===== src/rtl/control_ws_pkg.sv =====
// control_ws_pkg: shared types for the instruction sequencer.
//   opcode_t    - 3-bit accumulator-core opcode, as decoded from the IR
//   ctl_state_t - 4-bit sequencer state, also exported on the debug port
//   is_aluop    - opcodes that read an operand into the accumulator
//   is_wait     - states that stall on mem_ready for the given opcode
package control_ws_pkg;

   typedef enum logic [2:0] {
      HLT, SKZ, ADD, AND, XOR, LDA, STO, JMP
   } opcode_t;

   typedef enum logic [3:0] {
      INST_ADDR, INST_FETCH, INST_LOAD, IDLE, OP_ADDR,
      OP_FETCH, ALU_OP, STORE, HALTED, FAULT
   } ctl_state_t;

   function automatic logic is_aluop(input opcode_t op);
      return (op == ADD) || (op == AND) || (op == XOR) || (op == LDA);
   endfunction

   function automatic logic is_wait(input ctl_state_t st, input opcode_t op);
      return (st == INST_FETCH) || ((st == OP_FETCH) && is_aluop(op)) ||
             ((st == STORE) && (op == STO));
   endfunction

endpackage


===== src/rtl/control_ws_wait_timer.sv =====
// ctl_wait_timer: counts consecutive mem_ready-low cycles in a wait state.
//   clk, rst_   - clock, asynchronous active-low reset
//   clr         - sequencer is changing state this cycle
//   wait_active - sequencer is in a wait state
//   mem_ready   - memory completes the access this cycle
//   timeout     - this low cycle would be the (WAIT_MAX+1)th, fault now
module ctl_wait_timer #(
   parameter int unsigned WAIT_MAX = 15
) (
   input  logic clk,
   input  logic rst_,
   input  logic clr,
   input  logic wait_active,
   input  logic mem_ready,
   output logic timeout
);

   localparam int unsigned CNT_W = $clog2(WAIT_MAX + 2);

   logic [CNT_W-1:0] cnt_q, cnt_d;
   logic             stalled;

   always_comb begin
      stalled = wait_active && !mem_ready;
      timeout = stalled && (cnt_q == CNT_W'(WAIT_MAX));
      cnt_d   = cnt_q;
      // A timeout always changes state, so clr also covers the wrap case.
      if (clr) begin
         cnt_d = '0;
      end else if (stalled) begin
         cnt_d = cnt_q + CNT_W'(1);
      end
   end

   always_ff @(posedge clk or negedge rst_) begin
      if (!rst_) begin
         cnt_q <= '0;
      end else begin
         cnt_q <= cnt_d;
      end
   end

endmodule


===== src/rtl/control_ws.sv =====
// control_ws: 8-phase fetch/execute sequencer with memory wait states,
// halt/resume, single-step and sticky bus-fault.
//   clk, rst_           - clock, asynchronous active-low reset
//   opcode, zero        - decoded IR opcode, accumulator-zero flag
//   mem_ready           - memory completes current access this cycle
//   step_en, step       - single-step mode and its release pulse
//   resume              - leave HALTED
//   load_ac .. load_ir  - datapath/memory strobes (Moore, from state+opcode)
//   halt, bus_err       - halted/faulted, sticky timeout indication
//   state               - current sequencer state for debug
module control_ws
   import control_ws_pkg::*;
#(
   parameter int unsigned WAIT_MAX = 15
) (
   input  logic       clk,
   input  logic       rst_,
   input  opcode_t    opcode,
   input  logic       zero,
   input  logic       mem_ready,
   input  logic       step_en,
   input  logic       step,
   input  logic       resume,
   output logic       load_ac,
   output logic       mem_rd,
   output logic       mem_wr,
   output logic       inc_pc,
   output logic       load_pc,
   output logic       load_ir,
   output logic       halt,
   output logic       bus_err,
   output ctl_state_t state
);

   ctl_state_t state_q, state_d;
   logic       aluop;
   logic       timeout;
   logic       wait_active;
   logic       clr;

   assign aluop       = is_aluop(opcode);
   assign wait_active = is_wait(state_q, opcode);
   assign clr         = (state_d != state_q);
   assign state       = state_q;

   ctl_wait_timer #(
      .WAIT_MAX(WAIT_MAX)
   ) u_wait_timer (
      .clk        (clk),
      .rst_       (rst_),
      .clr        (clr),
      .wait_active(wait_active),
      .mem_ready  (mem_ready),
      .timeout    (timeout)
   );

   // Next state
   always_comb begin
      state_d = state_q;
      unique case (state_q)
         INST_ADDR: begin
            if (!(step_en && !step)) state_d = INST_FETCH;
         end
         INST_FETCH: begin
            if (timeout)        state_d = FAULT;
            else if (mem_ready) state_d = INST_LOAD;
         end
         INST_LOAD: state_d = IDLE;
         IDLE:      state_d = OP_ADDR;
         OP_ADDR:   state_d = (opcode == HLT) ? HALTED : OP_FETCH;
         OP_FETCH: begin
            if (!aluop)         state_d = ALU_OP;
            else if (timeout)   state_d = FAULT;
            else if (mem_ready) state_d = ALU_OP;
         end
         ALU_OP:    state_d = STORE;
         STORE: begin
            if (opcode != STO)  state_d = INST_ADDR;
            else if (timeout)   state_d = FAULT;
            else if (mem_ready) state_d = INST_ADDR;
         end
         HALTED: begin
            if (resume) state_d = INST_ADDR;
         end
         FAULT:     state_d = FAULT;
         default:   state_d = FAULT;
      endcase
   end

   always_ff @(posedge clk or negedge rst_) begin
      if (!rst_) begin
         state_q <= INST_ADDR;
      end else begin
         state_q <= state_d;
      end
   end

   // Strobes depend only on state and opcode, so they hold while waiting.
   always_comb begin
      load_ac = 1'b0;
      mem_rd  = 1'b0;
      mem_wr  = 1'b0;
      inc_pc  = 1'b0;
      load_pc = 1'b0;
      load_ir = 1'b0;
      halt    = 1'b0;
      bus_err = 1'b0;
      unique case (state_q)
         INST_ADDR:  ;
         INST_FETCH: mem_rd = 1'b1;
         INST_LOAD, IDLE: begin
            mem_rd  = 1'b1;
            load_ir = 1'b1;
         end
         OP_ADDR:    inc_pc = 1'b1;
         OP_FETCH:   mem_rd = aluop;
         ALU_OP: begin
            load_ac = aluop;
            mem_rd  = aluop;
            inc_pc  = (opcode == SKZ) && zero;
            load_pc = (opcode == JMP);
         end
         STORE: begin
            load_ac = aluop;
            mem_rd  = aluop;
            inc_pc  = (opcode == JMP);
            load_pc = (opcode == JMP);
            mem_wr  = (opcode == STO);
         end
         HALTED:     halt = 1'b1;
         FAULT: begin
            halt    = 1'b1;
            bus_err = 1'b1;
         end
         default:    ;
      endcase
   end

endmodule


===== config.mk =====
export PLATFORM = sky130hd
export DESIGN_NAME = control_ws
export DESIGN_NICKNAME = d
export VERILOG_FILES = /design/src/rtl/control_ws_pkg.sv /design/src/rtl/control_ws_wait_timer.sv /design/src/rtl/control_ws.sv
export SDC_FILE = /design/constraint.sdc
export NUM_CORES = 1
export LEC_CHECK = 0
export ABC_AREA = 1
export CAP_MARGIN = 20
export CORE_MARGIN = 2
export CORE_UTILIZATION = 49
export DETAILED_ROUTE_END_ITERATION = 16
export GPL_TIMING_DRIVEN = 0
export PLACE_DENSITY_LB_ADDON = 0.25
export SYNTH_ARGS = -nofsm -noshare
export SYNTH_HDL_FRONTEND = slang
export SYNTH_SLANG_ARGS = --single-unit
export TNS_END_PERCENT = 30

===== constraint.sdc =====
create_clock -name clk -period 3.98 [get_ports clk]
set_input_delay 0.597 -clock clk [delete_from_list [all_inputs] [get_ports clk]]
set_output_delay 0.597 -clock clk [all_outputs]
set_load 0.03 [all_outputs]

Word-level counts from Yosys, hierarchy flattened. Index checks and enable logic that the tools add are counted.

$add $sub $neg: 1. Eq/ne operators: 19. Muxes and demuxes: 22. Reduce and logical (&&, ||, !) cells: 21.

Operator list (count): 4-bit 2-to-1 mux (11); 4-bit one-hot mux with 9 select lines (1); 4-bit by 3-bit equality test with 1-bit output, second input constant (4); 3-bit equality test, second input constant (4); 5-bit 2-to-1 mux (2); 4-bit by 2-bit equality test with 1-bit output, second input constant (2); 4-bit equality test, second input constant (2); 3-bit by 2-bit equality test with 1-bit output, second input constant (2); 1-bit logical AND (6); 1-bit 2-to-1 mux (6); 2-bit OR reduction (3); 3-bit OR reduction (2); 5-bit by 1-bit adder with 5-bit output, second input constant (1); 5-bit by 4-bit equality test with 1-bit output, second input constant (1); 1-bit logical OR (5); 4-bit by 1-bit equality test with 1-bit output, second input constant (1); 4-bit zero test (1); 4-bit inequality test (1); 3-bit by 1-bit equality test with 1-bit output, second input constant (1); 3-bit zero test (1); 3-bit inequality test, second input constant (1); 1-bit one-hot mux with 3 select lines (1); 1-bit zero test (2); 1-bit one-hot mux with 2 select lines (1); 2-bit nonzero test (1).

Register bits after elaboration: 9. Output and inout port bits: 12.

Depth between registers and ports, before layout. Gate-level depths: netlist of run 1.

Word-level depth: 14. Gate-level depth with buffers: 13. Gate-level depth less buffers: 13.

Cells and area by module. From an unflattened synthesis of run 1, not the netlist that was laid out.

Cells, all modules: 132. Area total of the unflattened synthesis: 832.0 sq um.

Modules (own cells, without submodules): control_ws (instances 1, cells an instance 94, area each 556.8 sq um, seq. area each 100.1 sq um); ctl_wait_timer (instances 1, cells an instance 38, area each 275.3 sq um, seq. area each 125.1 sq um).

Worst setup path after synthesis of run 1. OpenSTA, ideal clock, no wires.

Path type: reg2out. From: register state_q[1], in the netlist state[1]. To: output port inc_pc. Arrival: 2.262 ns. Required time: 3.383 ns. Setup slack: 1.121 ns. Stages on the path, launching flop included: 5. Buffers on the path: 0. Cells stage by stage: dfrtp_1 > inv_2 > nor4_1 > nand4_1 > nand3_1.

Longest elaborated chain between the ends: 2. Elaborated cells on any way between the ends: 4.

RTL lines: from (decl) (line control_ws.sv:35) `ctl_state_t state_q, state_d;`; from (signal assigned) (line control_ws.sv:94) `state_q <= state_d;`; 4-bit by 3-bit equality test with 1-bit output (line control_ws.sv:108) `unique case (state_q)`; 1-bit one-hot mux with 3 select lines (*) (line control_ws.sv:108); to (decl) (line control_ws.sv:27) `output logic inc_pc,`.

Mark *: on every way between the ends. The rest lies on a longest branch, timed or not.

Final worst setup path of run 1.
From: input port opcode[0]. To: output port inc_pc.

Longest elaborated chain between the ends: 3. Elaborated cells on any way between the ends: 4.

RTL lines: from (decl) (line control_ws.sv:18) `input opcode_t opcode,`; 3-bit by 1-bit equality test with 1-bit output (line control_ws.sv:120) `inc_pc = (opcode == SKZ) && zero;`; 1-bit logical AND (line control_ws.sv:120); 1-bit one-hot mux with 3 select lines (*) (line control_ws.sv:108).

Marks and branches as above.

==> flow_summary.toml, run 1 <==
[min_path]
min_path_type = "flop to flop"
min_to = "u_wait_timer.cnt_q[3]"
min_path_cells = 2
hold_start = "u_wait_timer.cnt_q[3]"

[pwr]
leakagePower_nw = 0.533
p_seq_share_pct = 52.1
swShare_pct = 21.0
pwr-share-clk_pct = 39.0
intPower_mw = 0.139
combPwrFrac_pct = 8.8
switchingPower_mw = 0.0369
power_density_nw_per_um2 = 174
peakVddDrop_v = 0.000218

[critical_path]
start_kind = "input port"
r2r_start = "u_wait_timer.cnt_q[0]"
required_ns = 3.38
end_kind = "output port"
crit-reg2reg-capture = "u_wait_timer.cnt_q[0]"
worstSetupPathType = "input port to output port"
worstPathMaxFanout = 3
r2r_slack_ns = 2.20
ff2ff_path_depth = 10
arrival_ns = 2.46

[sta]
skew_ns = 0.00557
fin_ws_ns = 0.921
fin_crit_ns = 3.06
tns_ns = 0
fmax_mhz = 327
finalSetupViolCount = 0
worst_pin_slew_ns = 0.400
min_period_over_period_pct = 76.9
rsz0062_at_grt = "false"
slew_viol_final = 0
hold_violations = 0
slew_headroom_pct = 73.1

[route]
dr.first_iter.drc_count = 44
drc = 0
drtPass1Iterations = 4
wl_mm = 1.87
ant_nets = 0
viasPerCell = 5.16
vias = 794
wl_per_cell_um = 12.1

[logic_synthesis]
yosysWarnings = 0
yosysMostFrequentCell = "nand2_1"
synth_top_area_share_pct = 29.9
syn-num-nets = 125
ys.flop_type = "dfrtp_1"
synth_edf_count = 0
async_reset_ff_share_pct = 100
synth_seq_cells = 9
yosysSeqAreaShare_pct = 29.9
ys_types = 23
avgSynthCellArea_um2 = 6.68
ys_top_cells_by_area = "dfrtp_1, nand2_1, nor2_1"
synth.cells.most_frequent = "nand2_1, nor2_1, inv_1"
synth_area_um2 = 754
syn_inst = 113
synth_area_leader_cell = "dfrtp_1"

[layout]
antenna_cells = 0
area_delta_synth_final_pct = 34.0
nets = 151
final_cell_area_um2 = 1010
multi_input_area_um2 = 454
final_cell_count_no_fill = 154
nFillCells = 135
drive_gt1_share_pct = 15.2
seq_area_um2 = 225
fin_util_pct = 68.7

[floorplanning]
core-area_um2 = 1470
std_cell_rows = 14
num_io_pins = 22
die_area_um2 = 1870
chipHeight_um = 43.2
die_x_um = 43.2
initial_core_util_pct = 51.3

[cts]
cts_tree = "built"
htreeDepth = 1
cts_hold_buf = 0
cts_buffers = 3
clk_latency_ns = 0.26
postCtsSetupRepairBufs = 0
cts_resized = 0
cts_sinks = 9
clk_path_buf_depth = 2
cts_root_buffer = "clkbuf_4"
path_clk_slew_ns = 0.06

[place]
place_hpwl_mm = 1.43
gp_congestion = 0.843
place_ws_ns = 0.941
port_buffers = 21
dpl_cell_area_um2 = 985
dp_cells = 150

[grt]
grt_max_degree = 10
grt_pass1_wl_mm = 3.17
grt_overflow_total = 0
grt_util_all_layers_pct = 23.0
grt_pass1_vias = 722
antenna_found_initial = 0

[flow_run]
maxCapViolations = 0

[status]
status = "completed"
kinds of logic (layout without fill, tap and decap cells):
family,count (synthesis),count (layout),share of synthesized area [%]
flops,9,9,29.9
simple gates,71,71,47.3
xor+xnor,3,3,3.48
fa+ha+maj,2,2,3.32
compound gates,8,8,6.14
buf+inv,20,45,9.95
state kept, by name (all words and copies together) (netlist names):
name                cells
state                   4
u_wait_timer.cnt_q      5
placed cells by master, fill, tap and decap left out, types with 3 or more instances in the layout:
cell type        instances
nor2_2                   3
nor2_1                  17
clkbuf_4                 3
inv_1                   16
nand3_1                  7
nand2_2                  6
o21ai_0                  3
inv_2                    4
dfrtp_1                  9
nand2_1                 25
nand4_1                  4
xor2_1                   3
clkdlybuf4s50_1         21
through the flow:
stage | power [mW] | hold slack, ns
final | 0.176 | 0.551
after global routing | 0.186 | 0.612
after CTS | 0.178 | 0.555
after detailed placement | 0.109 | 0.537
after global placement | 0.109 | 0.528
after floorplan | 0.0970 | 0.301
critical path, stage by stage:
cell and delay (ns):
clkdlybuf4s50_1 0.50, inv_1 0.07, nor4_1 0.39, nand4_1 0.14, nand3_1 0.09, clkdlybuf4s50_1 0.67
power groups by stage:
stage          clock, mW  combinational (mW)  sequential, mW
6_report          0.0685              0.0155          0.0915
5_1_grt           0.0770              0.0174          0.0914
4_1_cts           0.0704              0.0156          0.0915
3_5_place_dp           0              0.0156          0.0932
3_3_place_gp           0              0.0154          0.0932
2_1_floorplan          0             0.00379          0.0932
per-layer routing:
| metal | wire length [um] | GRT usage, % | up-vias | share of wire, % |
|---|---|---|---|---|
| met5 | 0 | 0 | - | 0 |
| met2 | 856 | 34.0 | 27 | 46 |
| li1 | - | - | 411 | - |
| met3 | 145 | 7.23 | 2 | 7.8 |
| met1 | 856 | 32.7 | 354 | 46 |
| met4 | 8 | 4.85 | 0 | 0.43 |
worst max-delay path by stage:
stage                          from  endpoint  slack (ns)  cells after the start
after floorplan            state[1]    inc_pc        1.12                      4
after global placement    opcode[0]    inc_pc        0.96                      6
after detailed placement  opcode[0]    inc_pc        0.94                      6
after CTS                 opcode[0]    inc_pc        0.94                      6
after global routing      opcode[1]    mem_rd        0.77                      7
final                     opcode[0]    inc_pc        0.92                      6
layout make-up:
cell class,instances,share of cell area (%)
flip-flops and latches,9,22.3
inverters,20,7.43
multi-input cells,84,44.9
clock buffers,4,2.60
well taps,16,1.98
repair buffers,21,20.8
(Power assumes the default switching activity.)
==> inputs of run 2 (changes only) <==
--- a/config.mk
+++ b/config.mk
@@ -8,7 +8,7 @@
 export ABC_AREA = 1
 export CAP_MARGIN = 20
 export CORE_MARGIN = 2
-export CORE_UTILIZATION = 49
+export CORE_UTILIZATION = 41
 export DETAILED_ROUTE_END_ITERATION = 16
 export GPL_TIMING_DRIVEN = 0
 export PLACE_DENSITY_LB_ADDON = 0.25
==> constraint.sdc (replaced) <==
create_clock -name clk -period 2.65 [get_ports clk]
set_input_delay 0.3975 -clock clk [delete_from_list [all_inputs] [get_ports clk]]
set_output_delay 0.3975 -clock clk [all_outputs]
set_load 0.03 [all_outputs]
==> flow_summary.toml, run 2 (synthesis results as in run 1) <==
[status]
status = "completed"

[place]
place_hpwl_mm = 1.52
port_buffers = 21
place_ws_ns = -0.0245
gp_congestion = 0.870

[pwr]
totalPowerFinal_mw = 0.264
leakagePower_nw = 0.575
power_density_nw_per_um2 = 256
peakVddDrop_v = 0.000273

[layout]
fin_util_pct = 59.8
largest_register_ffs = 5
drive_gt1_share_pct = 15.9
top_register = "u_wait_timer.cnt_q"
antenna_cells = 0
nets = 151
mostFrequentLayoutCells = "nand2_1, clkdlybuf4s50_1, nor2_1, inv_1, dfrtp_1"
area_delta_synth_final_pct = 36.8
final_common_cell = "nand2_1"

[sta]
fmax_mhz = 414
hold_violations = 0
min_period_over_period_pct = 91.1
slew_viol_final = 0
fin_ws_ns = 0.235
fin_crit_ns = 2.42
skew_ns = 0.00198
tns_ns = 0
slew_headroom_pct = 74.2
rsz0062_at_grt = "false"
finalSetupViolCount = 0
worst_pin_slew_ns = 0.386

[route]
ant_nets = 0
dr.first_iter.drc_count = 23
wl_mm = 1.84
vias = 812
wl_per_cell_um = 11.3
drc = 0
viasPerCell = 4.98
drtPass1Iterations = 4

[cts]
clk_path_buf_depth = 2
path_clk_slew_ns = 0.06
cts_buffers = 3
cts_hold_buf = 0
cts_root_buffer = "clkbuf_4"
htreeDepth = 1
cts_tree = "built"
clk_latency_ns = 0.26
cts_sinks = 9

[min_path]
min_path_type = "input port to asynchronous set/reset pin"

[critical_path]
worstSetupPathType = "input port to output port"
crit_start = "opcode[0]"
r2r_start = "state[3]"
required_ns = 2.25
worstPathMaxFanout = 3
arrival_ns = 2.02
end_kind = "output port"
start_kind = "input port"

[grt]
grt_overflow_total = 0
grt_util_all_layers_pct = 18.9
antenna_found_initial = 0
grt_pass1_vias = 685
grt_max_degree = 10
grt_pass1_wl_mm = 2.89

[floorplanning]
std_cell_rows = 15
core-area_um2 = 1730
die_area_um2 = 2200
num_io_pins = 22
initial_core_util_pct = 43.7
die_x_um = 46.9
chipHeight_um = 46.9

[flow_run]
maxCapViolations = 0
-- run 2: cell count changes in the layout (fill, tap and decap cells not counted), sizes merged --
cell	delta
dlygate4sd2	+1
dlymetal6s2s	+2
clkdlybuf4s50	-3
-- run 2: layer usage --
| layer | track usage (%) | vias up | share of wire, % |
|---|---|---|---|
| met5 | 0 | - | 0 |
| met2 | 29.0 | 30 | 47 |
| met4 | 3.33 | 0 | 0 |
| li1 | - | 412 | - |
| met1 | 26.1 | 370 | 45 |
| met3 | 6.92 | 0 | 8.0 |
-- run 2: final timing paths --
path | end | slack (ns) | depth (start not counted)
max reg2reg | u_wait_timer.cnt_q[2] | 0.90 | 12
max in group asynchronous | state[1] | 1.95 | 1
max | load_pc | 0.23 | 4
min | state[0] | 0.43 | 1
min reg2reg | u_wait_timer.cnt_q[3] | 0.56 | 2
min in group clk | u_wait_timer.cnt_q[3] | 0.56 | 2
-- run 2: stage by stage --
stage               hold WS [ns]  instances  area [um2]
floorplan                  0.102        113         761
global placement           0.528        159        1000
detailed placement         0.549        159        1000
CTS                        0.430        163        1030
global route               0.448        163        1030
finish                     0.426        163        1030
-- run 2: critical path, cell delays in order --
cell and delay (ns):
clkdlybuf4s50_1 0.51, inv_1 0.08, nor4_2 0.30, clkdlybuf4s50_1 0.73
-- run 2: power by group --
| part | leakage (nW) | switching (mW) | internal, mW |
|---|---|---|---|
| Clock | 0.0150 | 0.0447 | 0.0578 |
| Sequential | 0.115 | 0 | 0.137 |
| Combinational | 0.445 | 0.0111 | 0.0130 |
| Total | 0.575 | 0.0558 | 0.208 |
-- run 2: repair_timing --
item / CTS / global route
setup buffers: 0 / 0
setup endpoints to repair: 1 / 2
resized for setup: 1 / 2
pin swaps: 0 / 0
-- run 2: layout make-up --
class	instances	area, um2
clock buffer	4	26.3
timing repair buffer	21	214
fill	183	694
multi-input combinational	84	460
tap	25	31.3
inverter	20	75.1
sequential	9	225
==> inputs of run 3 (changes only) <==
--- a/config.mk
+++ b/config.mk
@@ -11,6 +11,7 @@
 export CORE_UTILIZATION = 41
 export DETAILED_ROUTE_END_ITERATION = 16
 export GPL_TIMING_DRIVEN = 0
+export HOLD_SLACK_MARGIN = 0.15
 export PLACE_DENSITY_LB_ADDON = 0.25
 export SYNTH_ARGS = -nofsm -noshare
 export SYNTH_HDL_FRONTEND = slang
==> results of run 3 <==
Final layout, timing and power as in run 2 (identical DEF).
